<file path="src/rtl/fetch_unit.sv">
// fetch_unit: PC register, next-PC select, stall/redirect capture and IF/ID latch.
// Ports: CLK/RST (sync, active-high), pcen/pcsrc/targets/flush/halt control,
//   ihit/iload from imem, imemREN/imemaddr request, ifid_* registered bundle.
module fetch_unit #(
    parameter logic [31:0] PC_INIT = 32'h0000_0000
) (
    input  logic        CLK,
    input  logic        RST,
    input  logic        pcen,
    input  logic [2:0]  pcsrc,
    input  logic [31:0] branch_target,
    input  logic [31:0] jump_target,
    input  logic [31:0] jr_target,
    input  logic        flush,
    input  logic        halt,
    input  logic        ihit,
    input  logic [31:0] iload,
    output logic        imemREN,
    output logic [31:0] imemaddr,
    output logic [31:0] ifid_instr,
    output logic [31:0] ifid_npc,
    output logic        ifid_valid
);

    typedef enum logic [1:0] {
        IDLE,
        FETCH,
        HALTED
    } state_t;

    state_t      state;
    logic [31:0] pc;
    logic [31:0] pc_plus4;
    logic        redir;
    logic [31:0] tgt;
    logic        pend_valid;
    logic [31:0] pend_target;

    assign pc_plus4 = pc + 32'd4;
    assign imemaddr = pc;
    assign imemREN  = (state == FETCH);

    always_comb begin
        redir = 1'b0;
        tgt   = 32'h0;
        case (pcsrc)
            3'b001: begin
                redir = 1'b1;
                tgt   = branch_target;
            end
            3'b010: begin
                redir = 1'b1;
                tgt   = jump_target;
            end
            3'b011: begin
                redir = 1'b1;
                tgt   = jr_target;
            end
            default: begin
                redir = 1'b0;
                tgt   = 32'h0;
            end
        endcase
    end

    always_ff @(posedge CLK) begin
        if (RST) begin
            state       <= IDLE;
            pc          <= PC_INIT;
            pend_valid  <= 1'b0;
            pend_target <= 32'h0;
            ifid_instr  <= 32'h0;
            ifid_npc    <= 32'h0;
            ifid_valid  <= 1'b0;
        end else begin
            case (state)
                IDLE: begin
                    state      <= FETCH;
                    ifid_valid <= 1'b0;
                end
                FETCH: begin
                    if (!pcen) begin
                        // Stalled: remember the newest redirect so it is
                        // not lost when the hazard clears.
                        if (redir) begin
                            pend_valid  <= 1'b1;
                            pend_target <= tgt;
                        end
                    end else if (halt) begin
                        state      <= HALTED;
                        ifid_valid <= 1'b0;
                    end else if (redir) begin
                        pc         <= tgt;
                        pend_valid <= 1'b0;
                        ifid_valid <= 1'b0;
                    end else if (pend_valid) begin
                        pc         <= pend_target;
                        pend_valid <= 1'b0;
                        ifid_valid <= 1'b0;
                    end else if (ihit) begin
                        pc         <= pc_plus4;
                        ifid_instr <= iload;
                        ifid_npc   <= pc_plus4;
                        ifid_valid <= 1'b1;
                    end else begin
                        ifid_valid <= 1'b0;
                    end
                end
                HALTED: begin
                    ifid_valid <= 1'b0;
                end
                default: begin
                    state      <= IDLE;
                    ifid_valid <= 1'b0;
                end
            endcase
            // Flush squashes the latch regardless of stall or state.
            if (flush) ifid_valid <= 1'b0;
        end
    end

endmodule

</file>
<file path="config.mk">
export PLATFORM = sky130hd
export DESIGN_NAME = fetch_unit
export DESIGN_NICKNAME = d
export VERILOG_FILES = /design/src/rtl/fetch_unit.sv
export SDC_FILE = /design/constraint.sdc
export NUM_CORES = 1
export LEC_CHECK = 0
export CORE_MARGIN = 2
export CORE_UTILIZATION = 34
export CTS_BUF_LIST = sky130_fd_sc_hd__clkbuf_8 sky130_fd_sc_hd__clkbuf_16
export DETAILED_ROUTE_END_ITERATION = 10
export PLACE_DENSITY = 0.74
export SKIP_LAST_GASP = 1
export SLEW_MARGIN = 40
export SYNTH_ARGS = -nofsm -noshare
export SYNTH_HDL_FRONTEND = slang
export SYNTH_SLANG_ARGS = --single-unit
</file>
<file path="constraint.sdc">
create_clock -name CLK -period 2.4 [get_ports CLK]
set_clock_uncertainty 0.2 [all_clocks]
set_input_delay 0.6 -clock CLK [delete_from_list [all_inputs] [get_ports CLK]]
set_output_delay 0.6 -clock CLK [all_outputs]
set_load 0.02 [all_outputs]
</file>
After elaboration in Yosys (flattened, before gate mapping)
Index checks and enable logic that the tools add are counted.
{ "word_totals": {"ff_bits": 132, "out_inout_bits": 98, "elab_cells": 47} }
{ "op_classes": {"n_addsub": 1, "eq_ne": 8, "muxes": 15, "bitwise": 6, "reduce_logical": 10} }
{ "ops": {"columns": ["cell", "n"], "rows": [
  ["32-bit 2-to-1 mux", 3],
  ["32-bit one-hot mux with 3 select lines", 1],
  ["32-bit by 3-bit adder with 32-bit output (second input constant)", 1],
  ["3-bit AND reduction", 3],
  ["1-bit 2-to-1 mux", 8],
  ["3-bit by 2-bit equality test with 1-bit output (second input constant)", 2],
  ["2-bit inequality test (second input constant)", 3],
  ["1-bit inverter", 6],
  ["2-bit one-hot mux with 3 select lines", 1],
  ["6-bit AND reduction", 1],
  ["3-bit OR reduction", 2],
  ["2-bit 2-to-1 mux", 2],
  ["4-bit AND reduction", 1],
  ["3-bit by 1-bit equality test with 1-bit output (second input constant)", 1],
  ["3-bit nonzero test", 1],
  ["2-bit by 1-bit equality test with 1-bit output (second input constant)", 1],
  ["2-bit equality test (second input constant)", 1],
  ["2-bit zero test", 1],
  ["2-bit nonzero test", 1]
]} }

Longest topological paths before layout
Gate-level depths: netlist of run 1.
{ "depth": {"depth_word": 5, "ltp_mapped": 8, "mapped_depth_nobuf": 6} }

Worst setup path after synthesis of run 1
Ideal clock, no wire load.
{ "synth_path": {"path_kind": "register -> register", "from": "reg pc[2] (netlist: imemaddr[2])", "to": "reg pc[26] (netlist: imemaddr[26])", "arrival_ps": 1917, "path_slack_ps": 164, "path_stages_with_launch": 8, "path_buffers": 1, "cell_sequence": "dfxtp_1 ha_1 nand3_2 nand2b_4 buf_6 nor4_4 a21boi_0 o221a_2"} }
{ "synth_between": {"elab_chain_len": 4} }
{ "synth_rtl": {"columns": ["element", "line", "text"], "rows": [
  ["start: declaration", "32", "logic [31:0] pc;"],
  ["start signal: assignment", "93", "pc <= tgt;"],
  ["start signal: assignment", "97", "pc <= pend_target;"],
  ["start signal: assignment", "101", "pc <= pc_plus4;"],
  ["32-bit by 3-bit adder with 32-bit output", "39", "assign pc_plus4 = pc + 32'd4;"],
  ["32-bit 2-to-1 mux", "100", "end else if (ihit) begin"],
  ["32-bit 2-to-1 mux", "96", "end else if (pend_valid) begin"],
  ["32-bit 2-to-1 mux", "92", "end else if (redir) begin"]
]} }
No other way between the ends. The select of a mux whose other input is x is not followed.
A chain may end at the register's enable or synchronous reset.

Final worst setup path of run 1
{ "layout_path": {"from": "reg pc[24] (netlist: imemaddr[24])", "to": "out imemaddr[24]"} }
{ "layout_lines": {"columns": ["element", "line", "text"], "rows": [
  ["end: declaration", "19", "output logic [31:0] imemaddr,"]
]} }
No word-level cell between the ends.

==> reports/results.ini, run 1 <==
[status]
outcome=finished, final reports clean

[worst_setup_path]
cp_cell_sequence=clkdlybuf4s50_1
crit_buf_inv=1
critPathMaxFanout=8
slowest_delay_ns=0.66
critPathArrivalTime_ns=1.55
critPathKind=flop to output port
startpoint_type=flop
end_kind=output port
crit_slowest_cell=clkdlybuf4s50_1
required_ns=1.60
crit_family=buffers and inverters

[synth]
synth_ff_type=dfxtp_1
synth.avg_cell_area_um2=8.03
synthArstFlopShare=0
synth.distinct_cells=66
synthCells=856
synth-seq-area-share=0.384
yosysWarningCount=0
syn-cell-area_um2=6870
synth-edff-count=0
synthesis.nets=994
synth-seq-cells=132

[global_route]
grt_pass1_vias=6774
grt_start_max_net_pins=112
grt_pass1_wl_mm=35.2
antenna_found_initial=0
gr-total-overflow=0
track_usage=0.204

[clock_tree]
clk_pin_slew_ns=0.05
numClockSinks=132
clock_path_buffers=2
cts-root-buf=clkbuf_16
numCtsBuffers=17
htreeDepth=4
cts_tree=built
clock_latency_ns=0.42

[die]
die_w_um=146
io_pins=235
dieArea_um2=21400
core-area_um2=20000
initial_core_util=0.343
die_y_um=146
num_rows=52

[final_layout]
layout.nets=1256
drive_gt1_frac=0.157
areaGrowthSynthToFinish_pct=52.7
n_fill_cell=1967
n_antenna_cell=0
utilization=0.524

[sta]
fin_crit_sh=0.979
fin_ws_ns=0.0493
max_slew_margin=0.618
fin_crit_ns=2.35
hold_viol=0
setup_viol_count_final=0
tightest_slew_ns=0.573
holdWs_ns=0.251
fmax_mhz=425
report.final.slew_viol_count=0
rsz0062_at_grt=false

[routing]
via_count=7074
dr.pass1.iters=7
avgViaCountPerCell=5.05
wl_per_cell_um=15.6
drc=0
ant_nets=0
routed_wl_mm=21.9
drt-initial-drc-count=580

[power]
p_leak_uw=0.00391
power.density_nw_per_um2=540
peakVddDrop_v=0.000268

[placed_design]
dp_slack_ns=-0.275
place_congestion=0.837
io_buffers=234
dp_hpwl_mm=16.7

[min_path]
hold_class=flop to flop

[job]
maxCapViolCount=0

-- layout make-up --
type                    count  area (um2)  share of cell area
repair buffers            313        3090               0.295
flip-flops and latches    132        2650               0.252
multi-input cells         648        3850               0.367
well taps                 270         338              0.0322
clock inverters            13        92.6             0.00882
inverters                   6        22.5             0.00215
clock buffers              19         453              0.0432
-- registers in the layout, indices dropped and copies added, names as in the netlist --
signal	cells
pend_target	32
state	2
pend_valid	1
imemaddr	32
ifid_valid	1
ifid_instr	32
ifid_npc	32
-- synth_stat cells (4+ instances only) --
library cell / number / share of area
xnor2_1: 15 / 0.019
nand2_1: 177 / 0.097
a21oi_1: 98 / 0.071
a211oi_1: 31 / 0.034
nand3_1: 8 / 0.0058
o32ai_1: 6 / 0.0076
nor4_4: 5 / 0.015
nor3_1: 14 / 0.010
a211oi_2: 6 / 0.011
buf_6: 4 / 0.0066
buf_4: 5 / 0.0055
nand4_1: 13 / 0.012
o21a_1: 5 / 0.0055
and4_4: 4 / 0.0066
mux2i_1: 11 / 0.016
clkbuf_1: 38 / 0.021
nand2b_1: 8 / 0.0073
dfxtp_1: 132 / 0.38
o221ai_1: 5 / 0.0064
nor2_1: 99 / 0.054
nor2b_1: 4 / 0.0036
mux2_2: 31 / 0.051
a22oi_1: 23 / 0.025
buf_2: 16 / 0.012
inv_1: 4 / 0.0022
o21bai_1: 9 / 0.0098
xor2_1: 9 / 0.011
o21ai_0: 18 / 0.013
-- layer usage --
layer | routed length [um] | GRT usage
met1 | 10100 | 0.280
met2 | 10000 | 0.319
met4 | 348 | 0.0641
met5 | 0 | 0
met3 | 1370 | 0.0463
-- power by group --
part	total, uW	internal [uW]	switching (uW)
clock network	2390	1450	943
logic	946	517	430
registers	2330	2250	74.8
-- placed cells by master, fill, tap and decap left out, drive strengths merged, types with 6 or more instances in the layout --
master | synthesis | final
nand2b | 9 | 9
a22oi | 23 | 23
a211oi | 37 | 37
mux2 | 31 | 31
o21bai | 9 | 9
o32ai | 6 | 6
dlymetal6s2s | 0 | 8
dfxtp | 132 | 132
xnor2 | 15 | 15
clkbuf | 40 | 19
nand2 | 178 | 178
nand3 | 10 | 10
inv | 4 | 6
xor2 | 9 | 9
nor2 | 99 | 99
nand4 | 13 | 13
nor3 | 18 | 18
nor4 | 8 | 8
mux2i | 11 | 11
a21oi | 98 | 98
buf | 28 | 81
clkdlybuf4s50 | 0 | 219
clkinv | 2 | 10
o21ai | 18 | 18
-- logic make-up after synthesis --
group	count (synthesis)	synth area share
compound gates	227	0.218
xor+xnor	24	0.0306
fa+ha+maj	1	0.00182
buf+inv	76	0.0563
flops	132	0.384
mux	42	0.0668
simple gates	354	0.242
-- what timing repair did --
item | in CTS | in global routing
gates resized for setup | 8 | 9
buffers inserted | 0 | 0
hold endpoints to repair | 0 | 0
hold buffers | 0 | 0
endpoints found under the setup margin | 8 | 9
-- per-stage QoR --
stage	TNS (ns)	total power, uW	area, um2	std cells
after global routing	0	5880	10500	1401
after global placement	-18.43	3310	9930	1369
final	0	5670	10500	1401
after floorplan	0	2790	6870	856
after CTS	0	5710	10500	1401
after detailed placement	-20.25	3320	9930	1369
-- worst paths after layout --
check | cells after the start | startpoint | to | slack, ns
max | 1 | imemaddr[24]$_SDFFE_PP0P_ | imemaddr[24] | 0.05
min reg2reg | 2 | ifid_instr[25]$_SDFFE_PP0P_ | ifid_instr[25]$_SDFFE_PP0P_ | 0.25
min | 2 | ifid_instr[25]$_SDFFE_PP0P_ | ifid_instr[25]$_SDFFE_PP0P_ | 0.25
max reg2reg | 5 | imemaddr[10]$_SDFFE_PP0P_ | imemaddr[26]$_SDFFE_PP0P_ | 0.21
Note: power is estimated with default switching activity, not from simulation.
==> inputs of run 2 (changes only) <==
--- a/config.mk
+++ b/config.mk
@@ -6,10 +6,10 @@
 export NUM_CORES = 1
 export LEC_CHECK = 0
 export CORE_MARGIN = 2
-export CORE_UTILIZATION = 34
+export CORE_UTILIZATION = 46
 export CTS_BUF_LIST = sky130_fd_sc_hd__clkbuf_8 sky130_fd_sc_hd__clkbuf_16
 export DETAILED_ROUTE_END_ITERATION = 10
-export PLACE_DENSITY = 0.74
+export PLACE_DENSITY = 0.92
 export SKIP_LAST_GASP = 1
 export SLEW_MARGIN = 40
 export SYNTH_ARGS = -nofsm -noshare
==> constraint.sdc (replaced) <==
create_clock -name CLK -period 2.4 [get_ports CLK]
set_clock_uncertainty 0.2 [all_clocks]
set_input_delay 0.6 -clock CLK [delete_from_list [all_inputs] [get_ports CLK]]
set_output_delay 0.6 -clock CLK [all_outputs]
set_load 0.005 [all_outputs]
==> reports/results.ini, run 2 (synthesis gave the netlist of run 1 again) <==
[status]
outcome=finished, final reports clean

[die]
initial_core_util=0.471  ; +0.128
dieArea_um2=15900  ; -25%
die_y_um=126  ; -14%
io_pins=235  ; unchanged
die_w_um=126  ; -14%
core-area_um2=14600  ; -27%
num_rows=44  ; -15%

[clock_tree]
hold_buffers=0  ; unchanged
cts_tree=built
htreeDepth=4  ; unchanged
clock_latency_ns=0.43  ; about the same
clock_path_buffers=2  ; unchanged
numCtsBuffers=17  ; unchanged
cts-root-buf=clkbuf_16
numClockSinks=132  ; unchanged
clk_pin_slew_ns=0.06  ; about the same
cts_setup_buffers=0  ; unchanged

[worst_setup_path]
r2r_slack_ns=0.14  ; -0.07 ns
critPathMaxFanout=8  ; unchanged
required_ns=1.60  ; about the same
cp_cell_sequence=clkdlybuf4s50_1
r2r-end=imemaddr[28]$_SDFFE_PP0P_
startpoint_type=flop
slowest_delay_ns=0.60  ; -0.06 ns
r2r_cells=5  ; unchanged
critPathArrivalTime_ns=1.57  ; +0.02 ns
crit_family=buffers and inverters
end_kind=output port
critPathKind=flop to output port
crit_buf_inv=1  ; unchanged
r2r_start=imemaddr[10]$_SDFFE_PP0P_
crit_slowest_cell=clkdlybuf4s50_1

[final_layout]
final_cell_mix=clkdlybuf4s50_1, nand2_1, dfxtp_1, nor2_1, a21oi_1
n_antenna_cell=0  ; unchanged
layout.nets=1256  ; unchanged
drive_gt1_frac=0.161  ; +0.00354
fin_cells=1315  ; -6.1%
n_fill_cell=986  ; -50%
areaGrowthSynthToFinish_pct=51.8
final_common_cell=clkdlybuf4s50_1

[global_route]
track_usage=0.291  ; +0.0872
grt_pass1_vias=7548  ; +11%
gr-total-overflow=0  ; unchanged
grt_pass1_wl_mm=37.6  ; +6.7%
antenna_found_initial=0  ; unchanged
grt_start_max_net_pins=124  ; +11%

[placed_design]
dp_hpwl_mm=16.5  ; -1.4%
place_congestion=0.882  ; +5.3%
dp_cells=1283  ; -6.3%
dp_slack_ns=-0.289  ; -0.0133 ns
io_buffers=234  ; unchanged

[sta]
fin_setup_tns_ns=0  ; unchanged
tightest_slew_ns=0.589  ; +0.0154 ns
report.final.slew_viol_count=0  ; unchanged
max_slew_margin=0.607  ; -0.0103
setup_viol_count_final=0  ; unchanged
holdWs_ns=0.251  ; +0.0000450 ns
fin_crit_ns=2.37  ; +0.0188 ns
hold_viol=0  ; unchanged
fin_ws_ns=0.0304  ; -0.0188 ns
fmax_mhz=422  ; -0.80%
fin_crit_sh=0.987  ; +0.00785

[routing]
ant_nets=0  ; unchanged
avgViaCountPerCell=5.77  ; +14%
drt-initial-drc-count=708  ; +22%
wl_per_cell_um=17.9  ; +14%
via_count=7587  ; +7.3%
drc=0  ; unchanged
dr.pass1.iters=8  ; +1
routed_wl_mm=23.5  ; +7.3%

[min_path]
min-delay-start=pend_target[21]$_SDFFE_PP0P_
whs_path_depth=2  ; unchanged
hold_class=flop to flop
hold_path_end=pend_target[21]$_SDFFE_PP0P_

[power]
p_leak_uw=0.00375  ; -4.1%
power.density_nw_per_um2=567  ; +4.9%
power.total_uw=5910  ; +4.3%
peakVddDrop_v=0.000556  ; +110%

[job]
maxCapViolCount=0  ; unchanged

-- run 2: cell count changes in the layout (fill, tap and decap cells not counted), sizes merged --
cell | before | now
clkdlybuf4s50 | 219 | 232
clkinv | 10 | 6
dlymetal6s2s | 8 | 0
dlygate4sd2 | 5 | 0
clkinvlp | 2 | 5
bufinv | 1 | 3
inv | 6 | 5
-- run 2: stage by stage --
stage	util	instance area, um2
finish	0.715	10400
global route	0.715	10400
CTS	0.714	10400
detailed placement	0.672	9800
global placement	0.672	9800
floorplan	-	6870
-- run 2: tightest hold or removal path: cells and delay by family (launching register included) --
family             cells  cell delay (ns)
DFF                    1             0.30
and+or+nand+nor        1             0.05
AOI/OAI and AO/OA      1             0.05
-- run 2: cell type report --
type,instances,area (um2),area share
multi-input cells,648,3870,0.371
repair buffers,313,3050,0.293
flip-flops and latches,132,2640,0.253
clock buffers,19,453,0.0434
well taps,184,230,0.0221
clock inverters,13,156,0.0150
inverters,6,22.5,0.00216
-- run 2: per-layer routing --
layer / vias to the layer above / share of wire / GRT usage
met5: - / 0 / 0
met4: 0 / 0.035 / 0.133
met3: 79 / 0.091 / 0.0714
met2: 465 / 0.47 / 0.480
met1: 3504 / 0.40 / 0.360
li1: 3539 / - / -
-- run 2: how the worst max path moves through the flow --
stage                               from                   endpoint  slack, ns  cells past startpoint
5_1_grt                         pcsrc[1]  imemaddr[23]$_SDFFE_PP0P_      -0.01                      8
3_3_place_gp                    pcsrc[1]  imemaddr[31]$_SDFFE_PP0P_      -0.24                      6
3_5_place_dp                    pcsrc[1]  imemaddr[31]$_SDFFE_PP0P_      -0.29                      6
2_1_floorplan                   pcsrc[0]  imemaddr[29]$_SDFFE_PP0P_       0.27                      7
4_1_cts            state[1]$_SDFFE_PP0P_                    imemREN       0.02                      3
6_report       imemaddr[10]$_SDFFE_PP0P_               imemaddr[10]       0.03                      1
-- run 2: repair_timing --
item	4_1_cts	5_1_grt
gates resized for setup	2	6
endpoints found under the setup margin	2	6
endpoints found under the hold margin	0	0
-- run 2: report_power, final --
group          internal [uW]  switching (uW)  total (uW)
Sequential              2250            73.9        2320
Clock                   1680             992        2670
Combinational            514             399         913
